$ cat src/rtl/halfword_pkg.sv
// Shared types and helpers for the byte-to-halfword packer.
// Latency: n/a (types, constants and a pure function only).
// Backpressure: n/a.
package halfword_pkg;

    // Packing FSM: waiting for the low (first) byte, or holding it and waiting for the second.
    typedef enum logic {
        S_LO = 1'b0,
        S_HI = 1'b1
    } hw_state_t;

    // Fill byte used when a stream ends on an odd byte.
    localparam logic [7:0] HW_PAD_DEFAULT = 8'h00;

    // Combine the first byte (lo) and second byte (hi) of a pair into one halfword.
    // Little-endian puts the first byte in [7:0]; big-endian puts it in [15:8].
    function automatic logic [15:0] hw_pack(input logic [7:0] lo,
                                            input logic [7:0] hi,
                                            input bit         big_endian);
        logic [15:0] w_word;
        if (big_endian) begin
            w_word = {lo, hi};
        end else begin
            w_word = {hi, lo};
        end
        return w_word;
    endfunction

endpackage

$ cat src/rtl/halfword_packer.sv
// Packs a valid/ready byte stream into 16-bit halfwords on a registered valid/ready output.
// Latency: a word appears on data the cycle after its completing byte is accepted.
// Backpressure: in_ready = output slot free (empty or being drained) and not in reset; 1 byte/cycle sustained.
module halfword_packer
    import halfword_pkg::*;
#(
    parameter bit         BIG_ENDIAN = 1'b0,
    parameter logic [7:0] PAD_BYTE   = HW_PAD_DEFAULT,
    parameter int         CNT_W      = 16
) (
    input  logic             clk,
    input  logic             reset,
    input  logic             in_valid,
    output logic             in_ready,
    input  logic [7:0]       in_byte,
    input  logic             in_last,
    output logic [15:0]      data,
    output logic             data_valid,
    input  logic             data_ready,
    output logic             data_last,
    output logic [CNT_W-1:0] word_count
);

    hw_state_t        r_state;
    logic [7:0]       r_lo;
    logic [15:0]      r_data;
    logic             r_data_valid;
    logic             r_data_last;
    logic [CNT_W-1:0] r_word_count;

    logic             w_out_free;
    logic             w_in_acc;
    logic             w_out_acc;
    logic             w_load;
    logic [15:0]      w_load_word;
    logic             w_load_last;

    // The slot can take a new word when it is empty or its current word leaves this cycle.
    // Depends only on registered state, data_ready and reset: no path from the input byte side.
    assign w_out_free = !r_data_valid || data_ready;
    assign in_ready   = w_out_free && !reset;
    assign w_in_acc   = in_valid && in_ready;
    assign w_out_acc  = data_valid && data_ready;

    // A word completes either on the second byte of a pair or on an odd trailing byte.
    assign w_load      = w_in_acc && ((r_state == S_HI) || in_last);
    assign w_load_word = (r_state == S_HI) ? hw_pack(r_lo, in_byte, BIG_ENDIAN)
                                           : hw_pack(in_byte, PAD_BYTE, BIG_ENDIAN);
    assign w_load_last = (r_state == S_HI) ? in_last : 1'b1;

    // Outputs are forced low while reset is high so the rise cycle already reads zero,
    // before the registers themselves clear on the next edge.
    assign data       = reset ? 16'h0 : r_data;
    assign data_valid = reset ? 1'b0  : r_data_valid;
    assign data_last  = reset ? 1'b0  : r_data_last;
    assign word_count = r_word_count;

    // Packing FSM, output slot and accepted-word counter; reset discards any partial or pending word.
    always_ff @(posedge clk) begin
        if (reset) begin
            r_state      <= S_LO;
            r_lo         <= 8'h00;
            r_data       <= 16'h0000;
            r_data_valid <= 1'b0;
            r_data_last  <= 1'b0;
            r_word_count <= '0;
        end else begin
            if (w_in_acc) begin
                case (r_state)
                    S_LO: begin
                        if (!in_last) begin
                            r_lo    <= in_byte;
                            r_state <= S_HI;
                        end
                    end
                    S_HI: begin
                        r_state <= S_LO;
                    end
                    default: begin
                        r_state <= S_LO;
                    end
                endcase
            end

            // A load overrides a drain in the same cycle so back-to-back words have no bubble.
            if (w_load) begin
                r_data       <= w_load_word;
                r_data_last  <= w_load_last;
                r_data_valid <= 1'b1;
            end else if (w_out_acc) begin
                r_data_valid <= 1'b0;
            end

            if (w_out_acc) begin
                r_word_count <= r_word_count + CNT_W'(1);
            end
        end
    end

endmodule
$ cat config.mk
export PLATFORM = sky130hd
export DESIGN_NAME = halfword_packer
export DESIGN_NICKNAME = d
export VERILOG_FILES = /design/src/rtl/halfword_pkg.sv /design/src/rtl/halfword_packer.sv
export SDC_FILE = /design/constraint.sdc
export NUM_CORES = 1
export LEC_CHECK = 0
export BUFFER_PORTS_ARGS = -buffer_cell sky130_fd_sc_hd__buf_2
export CAP_MARGIN = 40
export CORE_AREA = 2 2 62 64
export DETAILED_ROUTE_END_ITERATION = 7
export DIE_AREA = 0 0 64 66
export PLACE_DENSITY = 0.81
export SETUP_SLACK_MARGIN = 0.15
export SYNTH_ARGS = -nofsm -noshare
export SYNTH_HDL_FRONTEND = slang
export SYNTH_SLANG_ARGS = --single-unit
export TNS_END_PERCENT = 10
$ cat constraint.sdc
create_clock -name clk -period 3.6 [get_ports clk]
set_input_delay 0.18 -clock clk [delete_from_list [all_inputs] [get_ports clk]]
set_output_delay 0.18 -clock clk [all_outputs]
set_load 0.02 [all_outputs]
==> summary.txt <==
Num CTS Buffers - 5
Layout Nets - 273
Post-Layout Cell Count - 308
initial antenna violation count - 0
Compound-Gate Fraction of Synth Area - 0.1456
# IOs - 48
grt met1 use - 0.2637
CTS Sinks - 43
Yosys top cell by area - dfxtp_1
Port Buffers - 47
Synth area leaders - dfxtp_1 (45%), a21oi_1 (4.5%), mux2i_1 (4.2%)
slowest stage delay, CP - 0.71 ns
Syn Inst Count - 214
Pwr per Cell Area - 373.5 nW/um^2
CP Class - reg2reg
postcts setup bufs - 0
Starting Density - 0.5349
Layout Area Growth over Synthesis - 17.19%
routability cong. - 0.7701
post-CTS sizing - 0
max-cap violations - 0
Final WS setup - 1.471 ns
share of layout cells above drive strength 1 - 0.2500
first-pass GRT wire length - 6210 um
register area share after synthesis - 0.4532
worst-path cell chain - nor2_2 > nor4b_4 > buf_4 > nor2_1 > a211oi_1
DRT Pass-1 Iters - 4
core area - 3551 um^2
row count - 22
xor and xnor area share after synthesis - 0.03689
Place WS - 1.521 ns
RSZ-0062 raised after global routing - no
H-tree lvl count - 2
worst min-delay path class - in2reg
clock buffer depth - 2
Post-Synth Simple-Gate Area - 0.2681
hpwl dp - 2608 um
Vias - 1623
Req. time, crit path - 3.86 ns
Tcrit/Tclk final - 0.5915
ANT cells - 0
die area - 4224 um^2
CP bufs+invs - 1
Setup TNS Final - 0 ns
Critical Path Source Type - register
Slowest-stage cell, CP - dfxtp_1
largest family of logic cells by synthesized area - simple AND/OR/NAND/NOR gates
Peak VDD IR - 0.3077 mV
DP Cell Count - 300
status - finished, final reports clean
Final setup viols - 0
GRT Max-Usage Layer - met2
Congestion Overflow GR - 0
chip width - 64 um
top cell type's share of synthesized area - 0.4532
final core occ - 0.6269
via count of the first global-routing pass - 1358
Achievable Freq - 469.6 MHz
Residual DRC - 0
met3 Use GR - 0.04940
CTS tree - built
critical path's top delay family - simple AND/OR/NAND/NOR gates
Slew Viols, Final - 0
Fin. Hold Viols - 0
clk slew on worst S/H paths - 0.11 ns
Tot GR Track Use - 0.1873
pin count of the biggest net entering global routing - 51
Slew @ Worst Pin - 0.8780 ns
Worst EP arrival - 2.39 ns
synthesized area - 1899 um^2
mux cell area share after synthesis - 0.04216
Antenna Nets Post-Route - 0
clock skew - 0.003024 ns
Synth warnings - 0
Die Ht - 66 um
Synth cell types - 36
1st-iter DRT viols - 68
post-synthesis adder-cell area fraction - 0.006588
worst skew pair latency - 0.34 ns
Slew HR - 0.4147
LEAKAGE - 0.9629 nW
critical path endpoint category - register
crit path time final - 2.129 ns
Mapped Avg Cell Area - 8.875 um^2
met2 usage - 0.2656
post-synthesis register bit count - 43
FF-to-FF setup slack - 1.47 ns
total wire length - 3691 um
Synthesized Nets - 228
crit-path max FO - 18
Post-CTS Hold Buffers - 0
clock root cell - clkbuf_4
Via density - 5.269
drt wl/cell - 11.98 um
## flip-flops by register name, indices dropped and copies added, names as in the netlist
name and flops:
r_data 16, word_count 16, r_lo 8, r_data_last 1, r_data_valid 1, r_state 1
## cells in the mapped netlist, drive strengths merged
cell type  instances
dfxtp             43
nand2             21
nor2              20
a21oi             17
nand3             16
inv               10
nor2b             10
a211oi             8
mux2i              8
o2bb2ai            8
xor2               8
buf                7
o21ai              6
or3                6
nand4              5
and3               4
clkbuf             4
and2               2
a22o               1
and2b              1
and4               1
and4b              1
ha                 1
nand2b             1
nand4bb            1
nor3b              1
nor4b              1
o31ai              1
or4                1
## per-layer routing
layer | vias to the layer above | part of all wire
li1 | 838 | -
met1 | 730 | 0.48
met2 | 46 | 0.44
met3 | 9 | 0.059
met4 | 0 | 0.018
met5 | - | 0
## cells by family (layout without fill, tap and decap cells)
family | Yosys count | after routing
buffers and inverters | 21 | 67
AND/OR/NAND/NOR | 92 | 92
XOR/XNOR | 8 | 8
adder cells (fa/ha/maj) | 1 | 1
multiplexers | 8 | 8
flip-flops | 43 | 43
AO/OA/AOI/OAI | 41 | 41
## placed cells by master, fill, tap and decap left out, types with 2 or more instances in the layout
| cell | count |
|---|---|
| nand2_1 | 21 |
| and3_1 | 3 |
| buf_4 | 2 |
| nand3_1 | 15 |
| nand4_1 | 5 |
| a211oi_1 | 5 |
| nor2b_1 | 9 |
| a21oi_1 | 17 |
| a211oi_2 | 3 |
| dfxtp_1 | 43 |
| nor2_1 | 19 |
| o2bb2ai_1 | 8 |
| buf_2 | 47 |
| xor2_1 | 8 |
| or3_1 | 6 |
| o21ai_0 | 6 |
| and2_1 | 2 |
| inv_1 | 10 |
| clkbuf_8 | 2 |
| clkbuf_4 | 5 |
| mux2i_1 | 8 |
## final cells by class
class	instances	area, um^2
Inverter	10	37.54
Sequential cell	43	860.8
Fill cell	323	1325
Tap cell	48	60.06
Multi-Input combinational cell	150	948.4
Clock buffer	8	68.82
Timing Repair Buffer	49	250.2
## per-stage QoR
step / power, mW / instance area (um^2) / hold slack, ns
after global routing: 0.8732 / 2226 / 0.05428
after CTS: 0.8387 / 2226 / 0.05408
after detailed placement: 0.5828 / 2157 / 0.4229
after global placement: 0.5816 / 2157 / 0.4202
final: 0.8314 / 2226 / 0.06670
after floorplan: 0.5579 / 1899 / 0.2969
## path summary, 6_finish.rpt
kind | from | to | depth (start not counted)
max | r_state | r_data[1] | 5
min | in_byte[6] | r_data[14] | 2
max reg2reg | r_state | r_data[1] | 5
min reg2reg | r_data[12] | r_data[12] | 2
## where the power goes
group	total, mW	switching [mW]	internal, mW
clock	0.259	0.144	0.115
combinational	0.0767	0.0479	0.0288
sequential	0.496	0.00802	0.488
Note: power is estimated with default switching activity, not from simulation.
